File: src/rtl/dq_pkg.sv
// dq_pkg: shared helpers and reset constants for the dq_regfile register bank.
package dq_pkg;

    function automatic int addrWidth(input int depth);
        return (depth > 1) ? $clog2(depth) : 1;
    endfunction

    localparam bit RST_BIT = 1'b0;

endpackage

File: src/rtl/dq_word.sv
// dq_word: one enabled storage word with its initialised flag; clear wins over write.
module dq_word
    import dq_pkg::*;
#(
    parameter int WIDTH = 4
) (
    input  logic             clk,
    input  logic             rst_n,
    input  logic             clr,
    input  logic             we,
    input  logic [WIDTH-1:0] d,
    output logic [WIDTH-1:0] q,
    output logic             init
);

    always_ff @(posedge clk or negedge rst_n) begin
        if (!rst_n) begin
            q    <= {WIDTH{RST_BIT}};
            init <= 1'b0;
        end else if (clr) begin
            q    <= {WIDTH{RST_BIT}};
            init <= 1'b0;
        end else if (we) begin
            q    <= d;
            init <= 1'b1;
        end
    end

endmodule

File: src/rtl/dq_regfile.sv
// dq_regfile: DEPTH x WIDTH register bank with registered read port, write bypass,
// initialised-word count and out-of-range error pulse.
module dq_regfile
    import dq_pkg::*;
#(
    parameter int WIDTH = 4,
    parameter int DEPTH = 4,
    parameter int AW    = addrWidth(DEPTH)
) (
    input  logic             clk,
    input  logic             rst_n,
    input  logic             we,
    input  logic [AW-1:0]    waddr,
    input  logic [WIDTH-1:0] wdata,
    input  logic             re,
    input  logic [AW-1:0]    raddr,
    input  logic             clr,
    output logic [WIDTH-1:0] rdata,
    output logic             rvalid,
    output logic             rinit,
    output logic [AW:0]      cnt,
    output logic             err
);

    localparam bit POW2 = (DEPTH == (1 << AW));

    logic [DEPTH-1:0][WIDTH-1:0] memQ;
    logic [DEPTH-1:0]            initQ;
    logic [DEPTH-1:0]            wen;
    logic [WIDTH-1:0]            rdMem;
    logic                        rdInit;
    logic                        wIn;
    logic                        rIn;
    logic                        bypass;
    logic                        newWord;

    assign wIn     = POW2 || (int'(waddr) < DEPTH);
    assign rIn     = POW2 || (int'(raddr) < DEPTH);
    assign bypass  = rIn && we && !clr && (waddr == raddr);
    assign newWord = |(wen & ~initQ);

    // Out-of-range addresses match no word, so they neither write nor read.
    always_comb begin
        wen    = '0;
        rdMem  = '0;
        rdInit = 1'b0;
        for (int i = 0; i < DEPTH; i++) begin
            wen[i] = we && !clr && (int'(waddr) == i);
            rdMem  = (int'(raddr) == i) ? memQ[i] : rdMem;
            rdInit = (int'(raddr) == i) ? initQ[i] : rdInit;
        end
    end

    dq_word #(.WIDTH(WIDTH)) uWord [DEPTH-1:0] (
        .clk  (clk),
        .rst_n(rst_n),
        .clr  (clr),
        .we   (wen),
        .d    (wdata),
        .q    (memQ),
        .init (initQ)
    );

    always_ff @(posedge clk or negedge rst_n) begin
        if (!rst_n) begin
            rdata  <= {WIDTH{RST_BIT}};
            rvalid <= 1'b0;
            rinit  <= 1'b0;
            cnt    <= '0;
            err    <= 1'b0;
        end else begin
            rvalid <= re;
            err    <= (we && !wIn) || (re && !rIn);
            cnt    <= clr ? '0 : cnt + (AW+1)'(newWord);
            if (re) begin
                rdata <= bypass ? wdata : rdMem;
                rinit <= bypass || rdInit;
            end
        end
    end

endmodule
File: config.mk
export PLATFORM = sky130hd
export DESIGN_NAME = dq_regfile
export DESIGN_NICKNAME = d
export VERILOG_FILES = /design/src/rtl/dq_pkg.sv /design/src/rtl/dq_word.sv /design/src/rtl/dq_regfile.sv
export SDC_FILE = /design/constraint.sdc
export NUM_CORES = 1
export LEC_CHECK = 0
export ABC_AREA = 0
export ABC_CLOCK_PERIOD_IN_PS = 3300
export CAP_MARGIN = 10
export CORE_MARGIN = 3
export CORE_UTILIZATION = 45
export CTS_CLUSTER_DIAMETER = 40
export CTS_CLUSTER_SIZE = 14
export DETAILED_ROUTE_END_ITERATION = 10
export GPL_TIMING_DRIVEN = 0
export PLACE_DENSITY = 0.76
export SLEW_MARGIN = 10
export SYNTH_ARGS = -nofsm -noshare
export SYNTH_HDL_FRONTEND = slang
export SYNTH_SLANG_ARGS = --single-unit
File: constraint.sdc
create_clock -name clk -period 3.3 [get_ports clk]
set_clock_uncertainty 0.05 [all_clocks]
set_input_delay 0.66 -clock clk [delete_from_list [all_inputs] [get_ports clk]]
set_output_delay 0.66 -clock clk [all_outputs]
set_load 0.05 [all_outputs]
## Word level (Yosys, flattened, before mapping)

Index checks and enable logic that the tools add are counted.

| storage, ports and cells | value |
|---|---|
| register bits after elaboration | 29 |
| latch bits | 0 |
| RAM bits | 0 |
| memory bits (read-only) | 0 |
| input bits | 13 |
| output and inout bits | 10 |
| logic and storage cells | 63 |
| memories kept | 0 |

| operators by class | value |
|---|---|
| add/subtract/negate cells | 1 |
| multiply operators | 0 |
| divide/modulo/power cells | 0 |
| order comparisons | 0 |
| eq/ne operators | 7 |
| shift-type cells | 0 |
| multiplexer cells | 26 |
| bitwise operators | 2 |
| reduce and logical (&&, ||, !) cells | 15 |

Operators with widths:

| cell | count |
|---|---|
| 2-to-1 mux 4 bit | 13 |
| 2-to-1 mux 1 bit | 12 |
| == test 2 bit (second input constant) | 4 |
| nonzero test 2 bit | 4 |
| logical AND 1 bit | 6 |
| bitwise AND 4 bit | 1 |
| == test 2 x 1 -> 1 bit (second input constant) | 2 |
| logical NOT 2 bit | 2 |
| NOT 4 bit | 1 |
| OR reduction 4 bit | 1 |
| adder 3 x 1 -> 3 bit | 1 |
| 2-to-1 mux 3 bit | 1 |
| == test 2 bit | 1 |
| logical NOT 1 bit | 1 |
| logical OR 1 bit | 1 |

## Logic depth before layout (Yosys ltp)

Gate-level depths: netlist of run 1.

| logic depth | value |
|---|---|
| word-level depth | 7 |
| depth in mapped cells | 9 |
| depth with buffers taken out | 7 |

## By module

Synthesis of run 1 repeated with hierarchy kept, for this count alone.

| unflattened totals | value |
|---|---|
| cells, all modules | 123 |
| area, all modules | 1,456.4 sq um |

By module, submodules not included:

| module | instances | cells each | area an instance (sq um) | seq. area each (sq um) |
|---|---|---|---|---|
| dq_word | 4 | 16 | 198.9 | 125.1 |
| dq_regfile | 1 | 59 | 660.6 | 225.2 |

## Worst setup path before layout of run 1

OpenSTA, ideal clock, no wires.

| timing | value |
|---|---|
| path type | input to register |
| start point | input waddr[1] |
| end point | register cnt[1] |
| library setup time | 0.132 ns |
| data arrival time | 1.841 ns |
| data required time | 3.118 ns |
| slack | 1.277 ns |
| cell stages on the path | 8 |
| buffers on the path | 2 |
| cells stage by stage | buf_2 and4bb_2 buf_2 nand2b_1 nand2_1 ha_1 ha_1 nor2b_1 |

| between the ends | value |
|---|---|
| longest elaborated chain between the ends | 6 |
| elaborated cells between the ends (all ways) | 12 |
| classes of those cells | add/sub (1); eq/ne (3); mux (1); bitwise (1); reduce/logical (6) |

RTL lines:

| what | RTL line | RTL |
|---|---|---|
| start, declared | dq_regfile.sv:13 | `input logic [AW-1:0] waddr,` |
| == test 2 bit, or another cell as far along | dq_regfile.sv:48 | `wen[i] = we && !clr && (int'(waddr) == i);` |
| logical AND 1 bit | dq_regfile.sv:48 |  |
| bitwise AND 4 bit (*) | dq_regfile.sv:40 | `assign newWord = \|(wen & ~initQ);` |
| OR reduction 4 bit (*) | dq_regfile.sv:40 |  |
| adder 3 x 1 -> 3 bit (*) | dq_regfile.sv:74 | `cnt <= clr ? '0 : cnt + (AW+1)'(newWord);` |
| 2-to-1 mux 3 bit (*) | dq_regfile.sv:74 |  |
| end signal, assigned | dq_regfile.sv:74 |  |
| end, declared | dq_regfile.sv:21 | `output logic [AW:0] cnt,` |

Every way passes the cells marked *; elsewhere a longest branch is shown, timed or not.
A chain may end at the register's enable or synchronous reset.

## Worst setup path in the final report of run 1

| timing | value |
|---|---|
| start point | input we |
| end point | register cnt[2] |

| between the ends | value |
|---|---|
| longest elaborated chain between the ends | 6 |
| elaborated cells between the ends (all ways) | 9 |
| classes of those cells | add/sub (1); mux (1); bitwise (1); reduce/logical (6) |

RTL lines:

| what | RTL line | RTL |
|---|---|---|
| start, declared | dq_regfile.sv:12 | `input logic we,` |
| logical AND 1 bit (*) | dq_regfile.sv:48 |  |
| logical AND 1 bit | dq_regfile.sv:48 |  |
| bitwise AND 4 bit (*) | dq_regfile.sv:40 |  |
| OR reduction 4 bit (*) | dq_regfile.sv:40 |  |
| adder 3 x 1 -> 3 bit (*) | dq_regfile.sv:74 |  |
| 2-to-1 mux 3 bit (*) | dq_regfile.sv:74 |  |

Marks and branches as above.

==> results.cfg, run 1 <==
[logic_synthesis]
yosysSeqAreaShare_pct = 49.74
async_flop_share_pct = 100.0
synth-main-ff-cell = dfrtp_1
ys_types = 28
synthesis.nets = 139
synth-edff-count = 0
postSynthAreaPerCell_sq_um = 11.77
yosys_warnings = 0
netlist_area_sq_um = 1459
synthesis.instances = 124
ys_ff_latch = 29

[sta]
fin_crit_sh_pct = 70.51
whs_ns = 0.2874
worstMarginPinSlew_ns = 0.6286
max_slew_margin_pct = 58.09
hold_violations = 0
layout_min_cycle_time_ns = 2.327
rsz0062_at_grt = no
clock.fmax_mhz = 429.8
setup_violations = 0
tns_ns = 0
drv_slew = 0

[flow_run]
cap_violations = 0

[min_path]
hold_path_class = in2async

[floorplan]
die_w_microns = 62.94
die_h_microns = 62.94
core_sq_um = 3078
dieArea_sq_um = 3961
rows = 20
num_io_pins = 23
floorplan.initialDensity_pct = 47.40

[route]
wl_met3_microns = 166
initialDrtViolationCount = 83
top_layer = met4
drcViolationCount = 0
drt_first_pass_iters = 4
vias = 1022
ant_nets = 0
wirelength_met1_microns = 1299
viasPerCell = 5.323
routed_wl_microns = 3009
wl_met2_microns = 1505
detail_route.wl_per_cell_microns = 15.67

[finish]
layout_common_cells = dfrtp_1, nor2_1, mux2i_1
final_area_sq_um = 1739
synthToLayoutAreaGrowth_pct = 19.21
final_common_cell = dfrtp_1
fill_cells = 281
finish.net_count = 162
n_antenna_cell = 0
drive_gt1_share_pct = 16.22

[global_routing]
antenna_found_initial = 0
grt_max_degree = 30
grt_pass1_wl_microns = 5112
groute.usage.overall_pct = 16.93
grt_pass1_vias = 1065
grt.overflow.total = 0

[clocking]
clock_path_buffers = 2
cts_root_buf = clkbuf_4
clk_latency_ns = 0.33
post_cts_resized = 0
cts.sinks = 29
holdBufCountCts = 0
cts_setup_buffers = 0
cts_tree = built
cts_buffers = 5
htree_levels = 2
clk_pin_slew_ns = 0.10

[pwr]
vdd_drop_max_uv = 274.8
p_leak_uw = 0.0007969
cellPowerDensity_nw_per_um2 = 437.3

[worst_setup_path]
end_kind = register
path_class = in2reg
crit_required_ns = 3.45
arrival_ns = 2.47
critPathLaunchType = input port
crit_path_max_fanout = 6

[placement]
gp_congestion = 0.7805
portBuffers = 16
hpwlAfterDp_microns = 2238
dpl_cell_area_sq_um = 1674

[status]
status = finished clean
==> worst max-delay path: stages <==
cell and delay, ns:
clkdlybuf4s50_1 0.56, nor4b_4 0.53, a32oi_1 0.10, nand2_1 0.12, ha_1 0.16, ha_1 0.16, xnor2_1 0.12, nor2_1 0.06
==> registers in the layout, summed over array words and instances, names as in the netlist <==
name / flops
uWord.q: 16
rdata: 4
uWord.init: 4
cnt: 3
rinit: 1
rvalid: 1
==> kinds of logic (layout without fill, tap and decap cells) <==
| kind of cell | count (synthesis) | after routing | synth area share [%] |
|---|---|---|---|
| and+or+nand+nor | 36 | 36 | 13.55 |
| DFF | 29 | 29 | 49.74 |
| muxes | 22 | 22 | 19.38 |
| AOI/OAI and AO/OA | 15 | 15 | 7.032 |
| buffers and inverters | 14 | 38 | 5.317 |
| xor gates and xnor gates | 5 | 5 | 3.002 |
| adders and majority gates | 2 | 2 | 1.715 |
| other | 1 | 1 | 0.2570 |
==> cell type report <==
type,count,area [sq um],area share (%)
clock buffer,7,65.06,3.741
clock inverter,1,5.005,0.2878
inverter,3,11.26,0.6475
multi-input combinational,81,655.6,37.70
timing repair buffer,16,155.1,8.921
buffer,11,66.31,3.813
tap,44,55.05,3.165
sequential,29,725.7,41.73
==> routing by layer <==
metal | global-route usage (%) | up-vias
met5 | 0 | -
met4 | 5.510 | 0
met3 | 7.014 | 8
met2 | 27.67 | 29
met1 | 20.12 | 501
li1 | - | 484
==> cell usage after synthesis, types with 3 or more instances <==
cell,number,share of area (%)
mux4_2,5,7.7
nor2_1,22,5.7
nand4_1,4,1.7
nor2b_1,3,1.3
mux2i_1,17,12
dfrtp_1,29,50
buf_2,5,1.7
a31oi_1,5,2.1
xnor2_1,3,1.8
inv_1,3,0.77
a21o_1,3,1.5
o31ai_1,4,2.1
==> through the flow <==
step | total power, uW | cells | util [%] | worst slack [ns]
finish | 760.6 | 192 | 56.50 | 0.9731
global route | 798.2 | 192 | 56.50 | 0.8699
CTS | 767.2 | 192 | 56.67 | 1.023
detailed placement | 522.4 | 184 | 54.39 | 0.6806
global placement | 517.6 | 184 | 54.39 | 0.6949
floorplan | 472.5 | 124 | - | 1.277
==> power by group <==
group          total, uW  switching (uW)  leakage [uW]  internal, uW
registers            378            8.13      0.000390           370
clock network        246             123     0.0000413           123
logic                136            85.2      0.000365          50.9
==> path summary, 6_finish.rpt <==
check	start	end	slack, ns	cells after the start
setup / recovery	we	cnt[2]$_DFF_PN0_	0.97	8
min in group clk	uWord[1].init$_DFFE_PN0P_	uWord[1].init$_DFFE_PN0P_	0.48	1
hold / removal	rst_n	rdata[2]$_DFFE_PN0P_	0.29	1
setup reg to reg	uWord[3].init$_DFFE_PN0P_	cnt[2]$_DFF_PN0_	1.75	7
max in group asynchronous	rst_n	uWord[1].q[2]$_DFFE_PN0P_	2.49	1
hold reg to reg	uWord[1].init$_DFFE_PN0P_	uWord[1].init$_DFFE_PN0P_	0.48	1
Power figures use the tool's default switching activity.
==> run 2: changes to the inputs <==
ABC_CLOCK_PERIOD_IN_PS = 2100   (was 3300)
PLACE_DENSITY = 0.78   (was 0.76)
clock period = 2.1 ns   (was 3.3 ns; I/O delays follow)
==> run 2 against run 1 <==
  * Die area did not move
  * Sequential power increased by 57%
  * Final cell count increased by 0.52%
  * Non-clock buffer count grew 1
  * Clock-buffer cell count unchanged
  * Global-route usage fell by 0.15 points
  * Sequential share of layout area decreased by 0.53 points
  * Utilization increased by 0.73 points
  * Worst setup slack got worse by 0.88 ns
  * Largest cell class unchanged
  * Wire length down 6.1%
==> results.cfg, run 2 (synthesis gave the netlist of run 1 again) <==
[worst_setup_path]
end_kind = register
path_class = in2reg
crit_path_max_fanout = 6
reg2reg_to = cnt[2]$_DFF_PN0_
arrival_ns = 2.16
crit_required_ns = 2.26
critPathLaunchType = input port
rr_worst_depth = 7
reg2reg_from = uWord[3].init$_DFFE_PN0P_
r2r_slack_ns = 0.59
worstSetupStartpoint = we

[route]
ant_nets = 0
drt_first_pass_iters = 4
wirelength_met1_microns = 1223
wl_met3_microns = 192
drcViolationCount = 0
detail_route.wl_per_cell_microns = 14.64
vias = 1010
viasPerCell = 5.233
initialDrtViolationCount = 31
top_layer = met4
wl_met2_microns = 1361
routed_wl_microns = 2826

[finish]
n_antenna_cell = 0
layout_common_cells = dfrtp_1, nor2_1, mux2i_1
multi_input_area_sq_um = 655.6
regArea_sq_um = 725.7
fin_util_pct = 57.24
fill_cells = 263
largest_reg_flops = 16
drive_gt1_share_pct = 16.11
synthToLayoutAreaGrowth_pct = 20.75
final_common_cell = dfrtp_1
top_regs = uWord.q x16, rdata x4, uWord.init x4
top_register = uWord.q
finish.net_count = 163

[floorplan]
dieArea_sq_um = 3961
num_io_pins = 23
core_sq_um = 3078
floorplan.initialDensity_pct = 47.40
rows = 20
die_w_microns = 62.94
die_h_microns = 62.94

[sta]
setup_ws_ns = 0.09653
drv_slew = 0
layout_min_cycle_time_ns = 2.003
max_slew_margin_pct = 58.41
worstMarginPinSlew_ns = 0.6239
hold_violations = 0
fin_crit_sh_pct = 95.40
tns_ns = 0
rsz0062_at_grt = no
clock.fmax_mhz = 499.1
setup_violations = 0

[clocking]
cts_buffers = 5
clk_latency_ns = 0.33
clk_pin_slew_ns = 0.10
htree_levels = 2
cts_root_buf = clkbuf_4
cts.sinks = 29
cts_tree = built
clock_path_buffers = 2

[pwr]
cellPowerDensity_nw_per_um2 = 731.0
p_leak_uw = 0.0008064
vdd_drop_max_uv = 466.1

[placement]
hpwlAfterDp_microns = 2084
gp_congestion = 0.7618
post-place-ws_ns = -0.2746
portBuffers = 16

[global_routing]
grt_max_degree = 30
groute.usage.overall_pct = 16.78
grt.overflow.total = 0
grt_pass1_wl_microns = 5037
antenna_found_initial = 0
grt_pass1_vias = 1057

[min_path]
hold_path_class = in2async

[status]
status = finished clean

[flow_run]
cap_violations = 0
## run 2: changes by cell type in the layout (fill, tap and decap cells not counted)
| cell | previous run | this run |
|---|---|---|
| buf_4 | 1 | 2 |
| bufinv_16 | 0 | 1 |
| clkbuf_1 | 2 | 3 |
| clkbuf_8 | 2 | 1 |
| clkinv_2 | 1 | 0 |
## run 2: metal layers
metal  track usage [%]  vias to the layer above
li1                  -                      483
met1             20.47                      495
met2             25.56                       27
met3             6.655                        5
met4             8.540                        0
met5                 0                        -
## run 2: repair_timing
item / 4_1_cts / 5_1_grt
endpoints found under the setup margin: 0 / 2
setup buffers: 0 / 1
resized for setup: 0 / 0
hold buffers: 0 / 0
## run 2: power breakdown
group          total, uW  leakage [uW]  switching (uW)  internal (uW)
Sequential           594      0.000390            12.3            581
Clock                482     0.0000455             198            284
Combinational        212      0.000371             132           80.4
Total               1290      0.000806             342            946
## run 2: worst max-delay path by stage
stage / end / slack, ns / depth (start not counted)
global route: cnt[1]$_DFF_PN0_ / 0.05 / 7
detailed placement: cnt[1]$_DFF_PN0_ / -0.27 / 7
finish: cnt[1]$_DFF_PN0_ / 0.1 / 7
global placement: cnt[1]$_DFF_PN0_ / -0.27 / 7
floorplan: cnt[1]$_DFF_PN0_ / 0.32 / 8
CTS: cnt[2] / 0.08 / 1
## run 2: stage by stage
stage / hold slack [ns] / instances / instance area [sq um] / total power, uW
after floorplan: 0.07441 / 124 / 1459 / 742.5
after global placement: 0.4360 / 184 / 1674 / 814.1
after detailed placement: 0.4480 / 184 / 1674 / 818.9
after CTS: 0.3664 / 192 / 1759 / 1310
after global routing: 0.07430 / 193 / 1762 / 1361
final: 0.03564 / 193 / 1762 / 1288
## run 2: layout make-up
class / count / share of cell area (%)
buffer: 11 / 3.764
sequential: 29 / 41.19
clock buffer: 7 / 3.125
timing repair buffer: 17 / 9.233
multi-input combinational: 81 / 37.22
tap: 44 / 3.125
clock inverter: 1 / 1.705
inverter: 3 / 0.6392
## run 2: critical path, cell delays in order
cell	delay, ns
clkdlybuf4s50_1	0.56
nor2b_1	0.41
a32oi_1	0.17
nand2_1	0.11
ha_1	0.14
ha_1	0.21
nor2b_1	0.12
